<file path="config.mk">
export PLATFORM = sky130hd
export DESIGN_NAME = tlb_lookup_flat
export DESIGN_NICKNAME = d
export VERILOG_FILES = /design/src/rtl/tlb_lookup_if.sv /design/src/rtl/tlb_lookup.sv /design/src/flat_wrapper.sv
export SDC_FILE = /design/constraint.sdc
export NUM_CORES = 2
export LEC_CHECK = 0
export BUFFER_PORTS_ARGS = -buffer_cell sky130_fd_sc_hd__buf_2
export CAP_MARGIN = 20
export CORE_MARGIN = 10
export CORE_UTILIZATION = 57
export CTS_CLUSTER_DIAMETER = 200
export DETAILED_ROUTE_END_ITERATION = 8
export PLACE_DENSITY = 0.87
export SYNTH_ARGS = -nofsm -noshare
export SYNTH_HDL_FRONTEND = slang
export SYNTH_SLANG_ARGS = --single-unit
</file>
<file path="constraint.sdc">
create_clock -name clk -period 3.7 [get_ports clk]
set_clock_uncertainty 0.05 [all_clocks]
set_input_delay 0.74 -clock clk [delete_from_list [all_inputs] [get_ports clk]]
set_output_delay 0.74 -clock clk [all_outputs]
set_load 0.1 [all_outputs]
</file>
<file path="src/rtl/tlb_lookup_if.sv">
// Translate request/response channel between the load/store stage and the TLB.
// master = CPU side, slave = TLB side.
interface tlb_lookup_if;
  logic        req_valid;
  logic        req_ready;
  logic [31:0] req_vaddr;
  logic        req_store;
  logic [7:0]  cur_asid;
  logic        resp_valid;
  logic        resp_ready;
  logic [31:0] resp_paddr;
  logic        resp_miss;
  logic        resp_invalid;
  logic        resp_modified;

  modport master (
    output req_valid, req_vaddr, req_store, cur_asid, resp_ready,
    input  req_ready, resp_valid, resp_paddr, resp_miss, resp_invalid, resp_modified
  );

  modport slave (
    input  req_valid, req_vaddr, req_store, cur_asid, resp_ready,
    output req_ready, resp_valid, resp_paddr, resp_miss, resp_invalid, resp_modified
  );
endinterface

</file>
<file path="src/rtl/tlb_lookup.sv">
// Joint TLB array: one-cycle translation, serial TLBP probe and indexed TLBR read.
// Optional macro TLB_STATS_EN enables the saturating miss_count statistic.
module tlb_lookup #(
  parameter int ENTRIES = 16,
  parameter int IDX_W   = $clog2(ENTRIES)
) (
  input  logic             clk,
  input  logic             res,
  tlb_lookup_if.slave      tif,
  input  logic             wr_en,
  input  logic [IDX_W-1:0] wr_index,
  input  logic [31:0]      wr_hi,
  input  logic [31:0]      wr_lo0,
  input  logic [31:0]      wr_lo1,
  input  logic             probe_start,
  input  logic [31:0]      probe_hi,
  output logic             probe_busy,
  output logic             probe_done,
  output logic             probe_hit,
  output logic [IDX_W-1:0] probe_index,
  input  logic             rd_en,
  input  logic [IDX_W-1:0] rd_index,
  output logic [31:0]      rd_hi,
  output logic [31:0]      rd_lo0,
  output logic [31:0]      rd_lo1,
  output logic [31:0]      miss_count
);

  typedef enum logic [1:0] {P_IDLE, P_SCAN, P_DONE} probe_state_t;

  logic [31:0] hi_mem  [ENTRIES];
  logic [31:0] lo0_mem [ENTRIES];
  logic [31:0] lo1_mem [ENTRIES];

  // Keys share the EntryHi layout so both translate and probe use one comparator.
  function automatic logic entry_match(input logic [31:0] e_hi, input logic g0,
                                       input logic g1, input logic [31:0] key);
    logic [31:0] diff;
    diff = e_hi ^ key;
    return ((diff & 32'hffffe000) == 32'h0) &&
           ((g0 & g1) || ((diff & 32'h000000ff) == 32'h0));
  endfunction

  logic [31:0]      lookup_key;
  logic             hit;
  logic [IDX_W-1:0] hit_idx;
  logic [31:0]      sel_lo;
  logic             unmapped;
  logic             accept;
  logic [31:0]      nxt_paddr;
  logic             nxt_miss, nxt_invalid, nxt_modified;

  assign lookup_key   = {tif.req_vaddr[31:13], 5'b0, tif.cur_asid};
  assign unmapped     = (tif.req_vaddr[31:30] == 2'b10);
  assign tif.req_ready = !tif.resp_valid || tif.resp_ready;
  assign accept       = tif.req_valid && tif.req_ready;

  // Scan from the top down so the lowest matching index is the one that sticks.
  always_comb begin
    hit     = 1'b0;
    hit_idx = '0;
    for (int i = ENTRIES - 1; i >= 0; i--) begin
      if (entry_match(hi_mem[i], lo0_mem[i][0], lo1_mem[i][0], lookup_key)) begin
        hit     = 1'b1;
        hit_idx = IDX_W'(i);
      end
    end
  end

  assign sel_lo = tif.req_vaddr[12] ? lo1_mem[hit_idx] : lo0_mem[hit_idx];

  always_comb begin
    nxt_paddr    = 32'h0;
    nxt_miss     = 1'b0;
    nxt_invalid  = 1'b0;
    nxt_modified = 1'b0;
    if (unmapped)
      nxt_paddr = tif.req_vaddr & 32'h1fffffff;
    else if (!hit)
      nxt_miss = 1'b1;
    else if (!sel_lo[1])
      nxt_invalid = 1'b1;
    else if (tif.req_store && !sel_lo[2])
      nxt_modified = 1'b1;
    else
      nxt_paddr = {sel_lo[25:6], tif.req_vaddr[11:0]};
  end

  always_ff @(posedge clk or negedge res) begin
    if (!res) begin
      tif.resp_valid    <= 1'b0;
      tif.resp_paddr    <= 32'h0;
      tif.resp_miss     <= 1'b0;
      tif.resp_invalid  <= 1'b0;
      tif.resp_modified <= 1'b0;
    end else if (accept) begin
      tif.resp_valid    <= 1'b1;
      tif.resp_paddr    <= nxt_paddr;
      tif.resp_miss     <= nxt_miss;
      tif.resp_invalid  <= nxt_invalid;
      tif.resp_modified <= nxt_modified;
    end else if (tif.resp_ready) begin
      tif.resp_valid <= 1'b0;
    end
  end

  always_ff @(posedge clk or negedge res) begin
    if (!res) begin
      for (int i = 0; i < ENTRIES; i++) begin
        hi_mem[i]  <= 32'h0;
        lo0_mem[i] <= 32'h0;
        lo1_mem[i] <= 32'h0;
      end
    end else if (wr_en) begin
      hi_mem[wr_index]  <= wr_hi & 32'hffffe0ff;
      lo0_mem[wr_index] <= wr_lo0;
      lo1_mem[wr_index] <= wr_lo1;
    end
  end

  probe_state_t     pstate;
  logic [IDX_W-1:0] cnt;
  logic [31:0]      probe_key;

  // Any entry write during a scan may change the answer, so the scan starts over.
  always_ff @(posedge clk or negedge res) begin
    if (!res) begin
      pstate      <= P_IDLE;
      cnt         <= '0;
      probe_key   <= 32'h0;
      probe_busy  <= 1'b0;
      probe_done  <= 1'b0;
      probe_hit   <= 1'b0;
      probe_index <= '0;
    end else begin
      probe_done <= 1'b0;
      case (pstate)
        P_IDLE: begin
          if (probe_start) begin
            probe_key   <= probe_hi;
            cnt         <= '0;
            probe_busy  <= 1'b1;
            probe_hit   <= 1'b0;
            probe_index <= '0;
            pstate      <= P_SCAN;
          end
        end
        P_SCAN: begin
          if (wr_en) begin
            cnt <= '0;
          end else if (entry_match(hi_mem[cnt], lo0_mem[cnt][0], lo1_mem[cnt][0], probe_key)) begin
            probe_hit   <= 1'b1;
            probe_index <= cnt;
            pstate      <= P_DONE;
          end else if (cnt == IDX_W'(ENTRIES - 1)) begin
            probe_hit   <= 1'b0;
            probe_index <= '0;
            pstate      <= P_DONE;
          end else begin
            cnt <= cnt + 1'b1;
          end
        end
        P_DONE: begin
          probe_done <= 1'b1;
          probe_busy <= 1'b0;
          pstate     <= P_IDLE;
        end
        default: pstate <= P_IDLE;
      endcase
    end
  end

  always_ff @(posedge clk or negedge res) begin
    if (!res) begin
      rd_hi  <= 32'h0;
      rd_lo0 <= 32'h0;
      rd_lo1 <= 32'h0;
    end else if (rd_en) begin
      rd_hi  <= hi_mem[rd_index];
      rd_lo0 <= lo0_mem[rd_index];
      rd_lo1 <= lo1_mem[rd_index];
    end
  end

`ifdef TLB_STATS_EN
  logic [31:0] miss_q;

  always_ff @(posedge clk or negedge res) begin
    if (!res)
      miss_q <= 32'h0;
    else if (accept && nxt_miss && (miss_q != 32'hffffffff))
      miss_q <= miss_q + 32'h1;
  end

  assign miss_count = miss_q;
`else
  assign miss_count = 32'h0;
`endif

endmodule

</file>
<file path="src/flat_wrapper.sv">
// flat-port wrapper written by rule: the top's interface ports become plain ports
module tlb_lookup_flat 
#(
  parameter int ENTRIES = 16,
  parameter int IDX_W   = $clog2(ENTRIES)
)
  (clk, res, wr_en, wr_index, wr_hi, wr_lo0, wr_lo1, probe_start, probe_hi, probe_busy, probe_done, probe_hit, probe_index, rd_en, rd_index, rd_hi, rd_lo0, rd_lo1, miss_count, tif_req_valid, tif_req_vaddr, tif_req_store, tif_cur_asid, tif_resp_ready, tif_req_ready, tif_resp_valid, tif_resp_paddr, tif_resp_miss, tif_resp_invalid, tif_resp_modified);
  tlb_lookup_if tif_i ();
  input  logic clk;
  input  logic res;
  input  logic wr_en;
  input  logic [IDX_W-1:0] wr_index;
  input  logic [31:0] wr_hi;
  input  logic [31:0] wr_lo0;
  input  logic [31:0] wr_lo1;
  input  logic probe_start;
  input  logic [31:0] probe_hi;
  output logic probe_busy;
  output logic probe_done;
  output logic probe_hit;
  output logic [IDX_W-1:0] probe_index;
  input  logic rd_en;
  input  logic [IDX_W-1:0] rd_index;
  output logic [31:0] rd_hi;
  output logic [31:0] rd_lo0;
  output logic [31:0] rd_lo1;
  output logic [31:0] miss_count;
  input wire logic [$bits(tif_i.req_valid)-1:0] tif_req_valid;
  input wire logic [$bits(tif_i.req_vaddr)-1:0] tif_req_vaddr;
  input wire logic [$bits(tif_i.req_store)-1:0] tif_req_store;
  input wire logic [$bits(tif_i.cur_asid)-1:0] tif_cur_asid;
  input wire logic [$bits(tif_i.resp_ready)-1:0] tif_resp_ready;
  output wire logic [$bits(tif_i.req_ready)-1:0] tif_req_ready;
  output wire logic [$bits(tif_i.resp_valid)-1:0] tif_resp_valid;
  output wire logic [$bits(tif_i.resp_paddr)-1:0] tif_resp_paddr;
  output wire logic [$bits(tif_i.resp_miss)-1:0] tif_resp_miss;
  output wire logic [$bits(tif_i.resp_invalid)-1:0] tif_resp_invalid;
  output wire logic [$bits(tif_i.resp_modified)-1:0] tif_resp_modified;
  assign tif_i.req_valid = tif_req_valid;
  assign tif_i.req_vaddr = tif_req_vaddr;
  assign tif_i.req_store = tif_req_store;
  assign tif_i.cur_asid = tif_cur_asid;
  assign tif_i.resp_ready = tif_resp_ready;
  assign tif_req_ready = tif_i.req_ready;
  assign tif_resp_valid = tif_i.resp_valid;
  assign tif_resp_paddr = tif_i.resp_paddr;
  assign tif_resp_miss = tif_i.resp_miss;
  assign tif_resp_invalid = tif_i.resp_invalid;
  assign tif_resp_modified = tif_i.resp_modified;
  tlb_lookup #(.ENTRIES(ENTRIES), .IDX_W(IDX_W)) u_core (.clk(clk), .res(res), .tif(tif_i), .wr_en(wr_en), .wr_index(wr_index), .wr_hi(wr_hi), .wr_lo0(wr_lo0), .wr_lo1(wr_lo1), .probe_start(probe_start), .probe_hi(probe_hi), .probe_busy(probe_busy), .probe_done(probe_done), .probe_hit(probe_hit), .probe_index(probe_index), .rd_en(rd_en), .rd_index(rd_index), .rd_hi(rd_hi), .rd_lo0(rd_lo0), .rd_lo1(rd_lo1), .miss_count(miss_count));
endmodule
</file>
**Yosys cells after proc, flatten, opt, wreduce, memory -nomap -nowiden**

Index checks and enable logic that the tools add are counted.

- Register bits after elaboration: 1,713
- Bits of input ports: 184
- Output and inout port bits: 172
- Word-level logic and storage cells: 298

- $add $sub $neg: 1
- Order comparisons: 5
- Equal/unequal tests: 9
- Muxes and demuxes: 99
- Bitwise logic cells: 38
- Reductions and logical operators: 83

Operator list:

| kind | count |
|---|---|
| $bwmux W512 | 3 |
| $logic_not A32 Y1 | 34 |
| $bmux W32 S4 | 8 |
| $xor A32 B32 Y32 | 17 |
| $mux W32 | 13 |
| $mux W26 | 5 |
| $demux W32 S4 | 1 |
| $mux W4 | 23 |
| $mux W1 | 37 |
| $ge A5 B5 Y1 const B | 4 |
| $logic_and A1 B1 Y1 | 20 |
| $not A4 Y5 | 4 |
| $logic_or A1 B1 Y1 | 18 |
| $and A1 B1 Y1 | 17 |
| $pmux W4 S2 | 2 |
| $mux W2 | 4 |
| $reduce_and A4 Y1 | 2 |
| $ne A3 B3 Y1 const B | 2 |
| $reduce_bool A2 Y1 | 3 |
| $lt A5 B1 Y1 const B | 1 |
| $add A4 B1 Y4 const B | 1 |
| $eq A2 B2 Y1 const B | 2 |
| $eq A4 B4 Y1 const B | 1 |
| $ne A2 B2 Y1 const B | 2 |
| other kinds (8) | 11 |

**Longest topological paths before layout**

- Word-level depth: 31
- Depth in mapped cells: 20
- Mapped depth without buffers: 13

**Worst setup path before layout**

OpenSTA, ideal clock, no wires.

- Path type: input to register
- From: in tif_req_vaddr[14]
- To: reg u_core.tif.resp_paddr[10]
- Library setup time: 122 ps
- Arrival time: 3,949 ps
- Required time: 3,528 ps
- Path slack: -421 ps
- Stages on the path: 16
- Path buffers: 3
- Cell sequence: buf_2 -> buf_6 -> xnor2_1 -> nand4_1 -> nor4_2 -> and3_1 -> nand2_1 -> a311o_1 -> a21oi_4 -> mux2_2 -> a221oi_1 -> nor4_4 -> o2111ai_4 -> and2_4 -> buf_6 -> o21ai_2

- Cells in the longest elaborated chain, start to end: 30
- Elaborated cells on any way between the ends: 94
- Classes of those cells: mux: 43; bitwise: 17; reduce/logical: 34

RTL lines:

| item | line | RTL |
|---|---|---|
| start: declaration | flat_wrapper.sv:29 | `input wire logic [$bits(tif_i.req_vaddr)-1:0] tif_req_vaddr;` |
| $xor A32 B32 Y32 | tlb_lookup.sv:39 | `diff = e_hi ^ key;` |
| $logic_not A32 Y1 | tlb_lookup.sv:40 | `return ((diff & 32'hffffe000) == 32'h0) &&` |
| $logic_and A1 B1 Y1 | tlb_lookup.sv:40 |  |
| $mux W4 (16 in series) | tlb_lookup.sv:63 | `if (entry_match(hi_mem[i], lo0_mem[i][0], lo1_mem[i][0], lookup_key)) begin` |
| $not A4 Y5 (not written as such) | tlb_lookup.sv:70 | `assign sel_lo = tif.req_vaddr[12] ? lo1_mem[hit_idx] : lo0_mem[hit_idx];` |
| $bmux W32 S4 | tlb_lookup.sv:70 |  |
| $mux W26 (not written as such) (2 in series) | tlb_lookup.sv:70 |  |
| $mux W26 | tlb_lookup.sv:70 |  |
| $logic_not A1 Y1 | tlb_lookup.sv:83 | `else if (tif.req_store && !sel_lo[2])` |
| $logic_and A1 B1 Y1 | tlb_lookup.sv:83 |  |
| $mux W32 | tlb_lookup.sv:83 |  |
| $mux W32 | tlb_lookup.sv:81 | `else if (!sel_lo[1])` |
| $mux W32 (*) | tlb_lookup.sv:79 | `else if (!hit)` |
| $mux W32 (*) | tlb_lookup.sv:77 | `if (unmapped)` |
| end signal: assignment | tlb_lookup.sv:98 | `tif.resp_paddr <= nxt_paddr;` |
| end: declaration | tlb_lookup_if.sv:23 | `output req_ready, resp_valid, resp_paddr, resp_miss, resp_invalid, resp_modified` |

Mark *: on every way between the ends. The rest lies on a longest branch, timed or not. The select of a mux whose other input is x is not followed.
A chain may end at the register's enable or synchronous reset.

**Final worst setup path**

- From: reg u_core.hi_mem[285] (netlist name)
- To: reg u_core.tif.resp_paddr[7]

- Cells in the longest elaborated chain, start to end: 22
- Elaborated cells on any way between the ends: 33
- Classes of those cells: mux: 27; bitwise: 2; reduce/logical: 4

RTL lines:

| item | line | RTL |
|---|---|---|
| start: declaration | tlb_lookup.sv:31 | `logic [31:0] hi_mem [ENTRIES];` |
| start signal: indexed assignment | tlb_lookup.sv:115 | `hi_mem[wr_index] <= wr_hi & 32'hffffe0ff;` |
| $xor A32 B32 Y32 (*) | tlb_lookup.sv:39 |  |
| $logic_not A32 Y1 (*) | tlb_lookup.sv:40 |  |
| $logic_and A1 B1 Y1 (*) | tlb_lookup.sv:40 |  |
| $mux W4 (8 in series) | tlb_lookup.sv:63 |  |
| $not A4 Y5 (not written as such) | tlb_lookup.sv:70 |  |
| $bmux W32 S4 | tlb_lookup.sv:70 |  |
| $mux W26 (not written as such) (2 in series) | tlb_lookup.sv:70 |  |
| $mux W26 | tlb_lookup.sv:70 |  |
| $logic_not A1 Y1 | tlb_lookup.sv:83 |  |
| $logic_and A1 B1 Y1 | tlb_lookup.sv:83 |  |
| $mux W32 | tlb_lookup.sv:83 |  |
| $mux W32 | tlb_lookup.sv:81 |  |
| $mux W32 (*) | tlb_lookup.sv:79 |  |
| $mux W32 (*) | tlb_lookup.sv:77 |  |

Marks and branches as above.

==> run metrics <==
layout cells sized above 1 between 50 and 60%; Max Freq ~0.22 GHz; critical path data required time ~4.4 ns; outcome finished, violations left; vias approximately 66000; fill count 9289; largest family of logic cells by synthesized area multiplexers; yosys warns 0; 1st-iter DRT viols between 9000 and 10000; core box area roughly 150000 sq um; Sequential Area 40630 sq um; row count around 140; via density per instance roughly 7.1; most frequent cell after synthesis dfrtp_1; post-synthesis xor/xnor area fraction roughly 4.6%; Ports 356; Chip Height 410.6 microns; GRT Total Usage between 30 and 40%; failing checks negative setup slack; Worst Slack Setup Final -0.9403 ns; prevailing post-synth register cell dfrtp_1; Final #Nets 7361; Synth Area in Simple Gates 3.510%; clk root buf clkbuf_16; Final Hold Viols 0; leading area contributor after synthesis dfrtp_1; CTS tree built; RSZ-0062 raised after global routing true; Multi-input gate area between 40000 and 50000 sq um; Synth cell types 84; top cell type's share of synthesized area a little under half; CTS buffer count 167; dpl ws -1.973 ns; top post-synthesis cells by count dfrtp_1, mux2_2, mux4_2, xnor2_1, clkbuf_1; drt wl/cell 34.80 microns; Final Hold Slack approximately 0.081 ns; clk slew on worst S/H paths 0.06 ns; R2R setup slack -0.94 ns; WS Path Type flip-flop to flip-flop; post-synthesis sequential area ratio a little under half; post-synthesis cell count 6181; Cell Area, Placed slightly below 100000 sq um; cells on worst reg2reg path 18; count of final setup violators 43; final worst path period need approximately 4.6 ns; Post-Syn Area around 87000 sq um; Syn Area/Cell between 10 and 15 sq um; Max-slew headroom between 20% and 30%; ranking of synthesized cells by area dfrtp_1, mux2_2, mux4_2; Final Util 69.84%; DR pass1 iterations 8; RD Place Congestion around 1.1; period utilization 125.4%; dpl hpwl just over 200000 microns; area delta synth->final 21.87%; Synth Area in Adders less than 1%; crit path DAT 5.31 ns; number of synthesized register bits about 1600; DRC Markers 0; Peak VDD IR approximately 0.52 mV; first-pass GRT wire length roughly 470000 microns; # clock sinks approximately 1600; crit end category flip-flop; max cap viols 0; CP Max Fanout 7; worst slew pin tran around 1.1 ns; Die X between 400 and 500 microns; drt total wl 325800 microns; ys async rst share 100.0%; total grt overflow 0; pin count of the biggest net entering global routing ~110; vias in the first global route just under 70000; H-tree levels 4; initial core utilization between 50 and 60%; antenna violations before repair just under 50; final instance area 106000 sq um; Post-synth EDFFs 0; Final ANT Viol Nets 0; Power Dens Cells roughly 600 nW/um^2; Lkg Pwr approximately 0.045 uW; class of the worst hold path input pin to flip-flop; Worst Hold Path Cells 2; multiplexer share of the synthesized area a little under two fifths; CTS Buffer Depth 3; Compound-Gate Fraction of Synth Area roughly 3.8%; final slew viol count 0; CP Launch Type flip-flop; worst-skew pair later-pin latency between 0.8 and 0.9 ns; Buffers on Ports 308; die area around 170000 sq um
## final cells by class
cell class	count	area share (%)
Multi-Input combinational cell	3985	42.44
Sequential cell	1623	38.34
Clock inverter	50	0.6482
Inverter	12	0.04487
Timing Repair Buffer	1387	11.50
Antenna cell	22	0.05195
Clock buffer	253	4.579
Tap cell	2030	2.397
## registers in the layout, indices dropped and copies added, names as in the netlist, 27 cells and up
signal and cells:
u_core.lo0_mem 512, u_core.tif.resp_paddr 32, u_core.rd_lo1 32, u_core.rd_lo0 32, u_core.lo1_mem 512, u_core.hi_mem 432, u_core.rd_hi 27, u_core.probe_key 27
## worst max-delay path: stages, from the launching register on
cell       delay, ns
dfrtp_1         0.46
xnor2_1         0.17
buf_4           0.12
nand4_1         0.22
nor4_2          0.54
nand3_1         0.32
nand2_1         0.23
o221ai_4        0.21
buf_6           0.16
buf_4           0.16
mux2i_4         0.19
a211o_1         0.30
o22ai_1         0.21
and3_4          0.25
o2111ai_4       0.18
buf_12          0.23
buf_6           0.12
and2_4          0.16
o21ai_2         0.22
## per-stage QoR
stage	setup TNS, ns	instances	total power (uW)
floorplan	-7.557	6217	37160
global placement	-55.42	8928	43780
finish	-26.44	9362	63190
detailed placement	-57.39	8928	44700
CTS	-14.79	9307	62180
global route	-27.56	9351	64850
## layout by cell type (no fill, tap or decap), drive strengths merged, types with 21 or more instances in the layout
| cell | instances |
|---|---|
| a211oi | 27 |
| a21oi | 36 |
| a221oi | 78 |
| a222oi | 31 |
| a22oi | 29 |
| a31oi | 34 |
| and3 | 21 |
| buf | 1379 |
| clkbuf | 256 |
| clkinv | 39 |
| conb | 37 |
| dfrtp | 1623 |
| diode | 22 |
| mux2 | 1587 |
| mux2i | 307 |
| mux4 | 539 |
| nand2 | 277 |
| nand3 | 88 |
| nand4 | 107 |
| nor2 | 46 |
| nor4 | 23 |
| o21ai | 80 |
| xnor2 | 407 |
| xor2 | 51 |
## worst paths after layout
check                                                 startpoint                                    end
setup reg to reg                  u_core.hi_mem[285]$_DFFE_PN0P_   u_core.tif.resp_paddr[7]$_DFFE_PN0P_
max in group asynchronous                                    res        u_core.lo0_mem[292]$_DFFE_PN0P_
hold reg to reg            u_core.tif.resp_paddr[29]$_DFFE_PN0P_  u_core.tif.resp_paddr[29]$_DFFE_PN0P_
setup / recovery                  u_core.hi_mem[285]$_DFFE_PN0P_   u_core.tif.resp_paddr[7]$_DFFE_PN0P_
min in group asynchronous                                    res         u_core.hi_mem[320]$_DFFE_PN0P_
hold / removal                                       probe_hi[6]        u_core.probe_key[6]$_DFFE_PN0P_
## power by group
group	total [uW]	switching [uW]	internal [uW]
Sequential	26000	4050	21900
Combinational	19900	10400	9500
Clock	17300	7640	9630
Total	63200	22100	41100
## cells by family (layout without fill, tap and decap cells)
group	Yosys count	in the layout
adder cells (fa/ha/maj)	1	1
multiplexers	2433	2433
other	1	59
AO/OA/AOI/OAI	426	426
AND/OR/NAND/NOR	629	630
XOR/XNOR	458	458
flip-flops	1623	1623
buffers and inverters	610	1702
## what timing repair did
item,in CTS,in global routing
endpoints found under the setup margin,43,43
endpoints found under the hold margin,61,0
buffers inserted,67,37
hold buffers,1,0
resized for setup,176,99
cloned,11,2
pin swaps,84,55
## metal layers
metal / GRT usage (%) / share of wire [%] / wire length [microns]
met5: 0 / 0.075 / 243
met4: 26.71 / 9.1 / 29710
met3: 12.21 / 13 / 41490
met2: 56.01 / 44 / 143100
met1: 45.65 / 34 / 111300
Note: power is estimated with default switching activity, not from simulation.
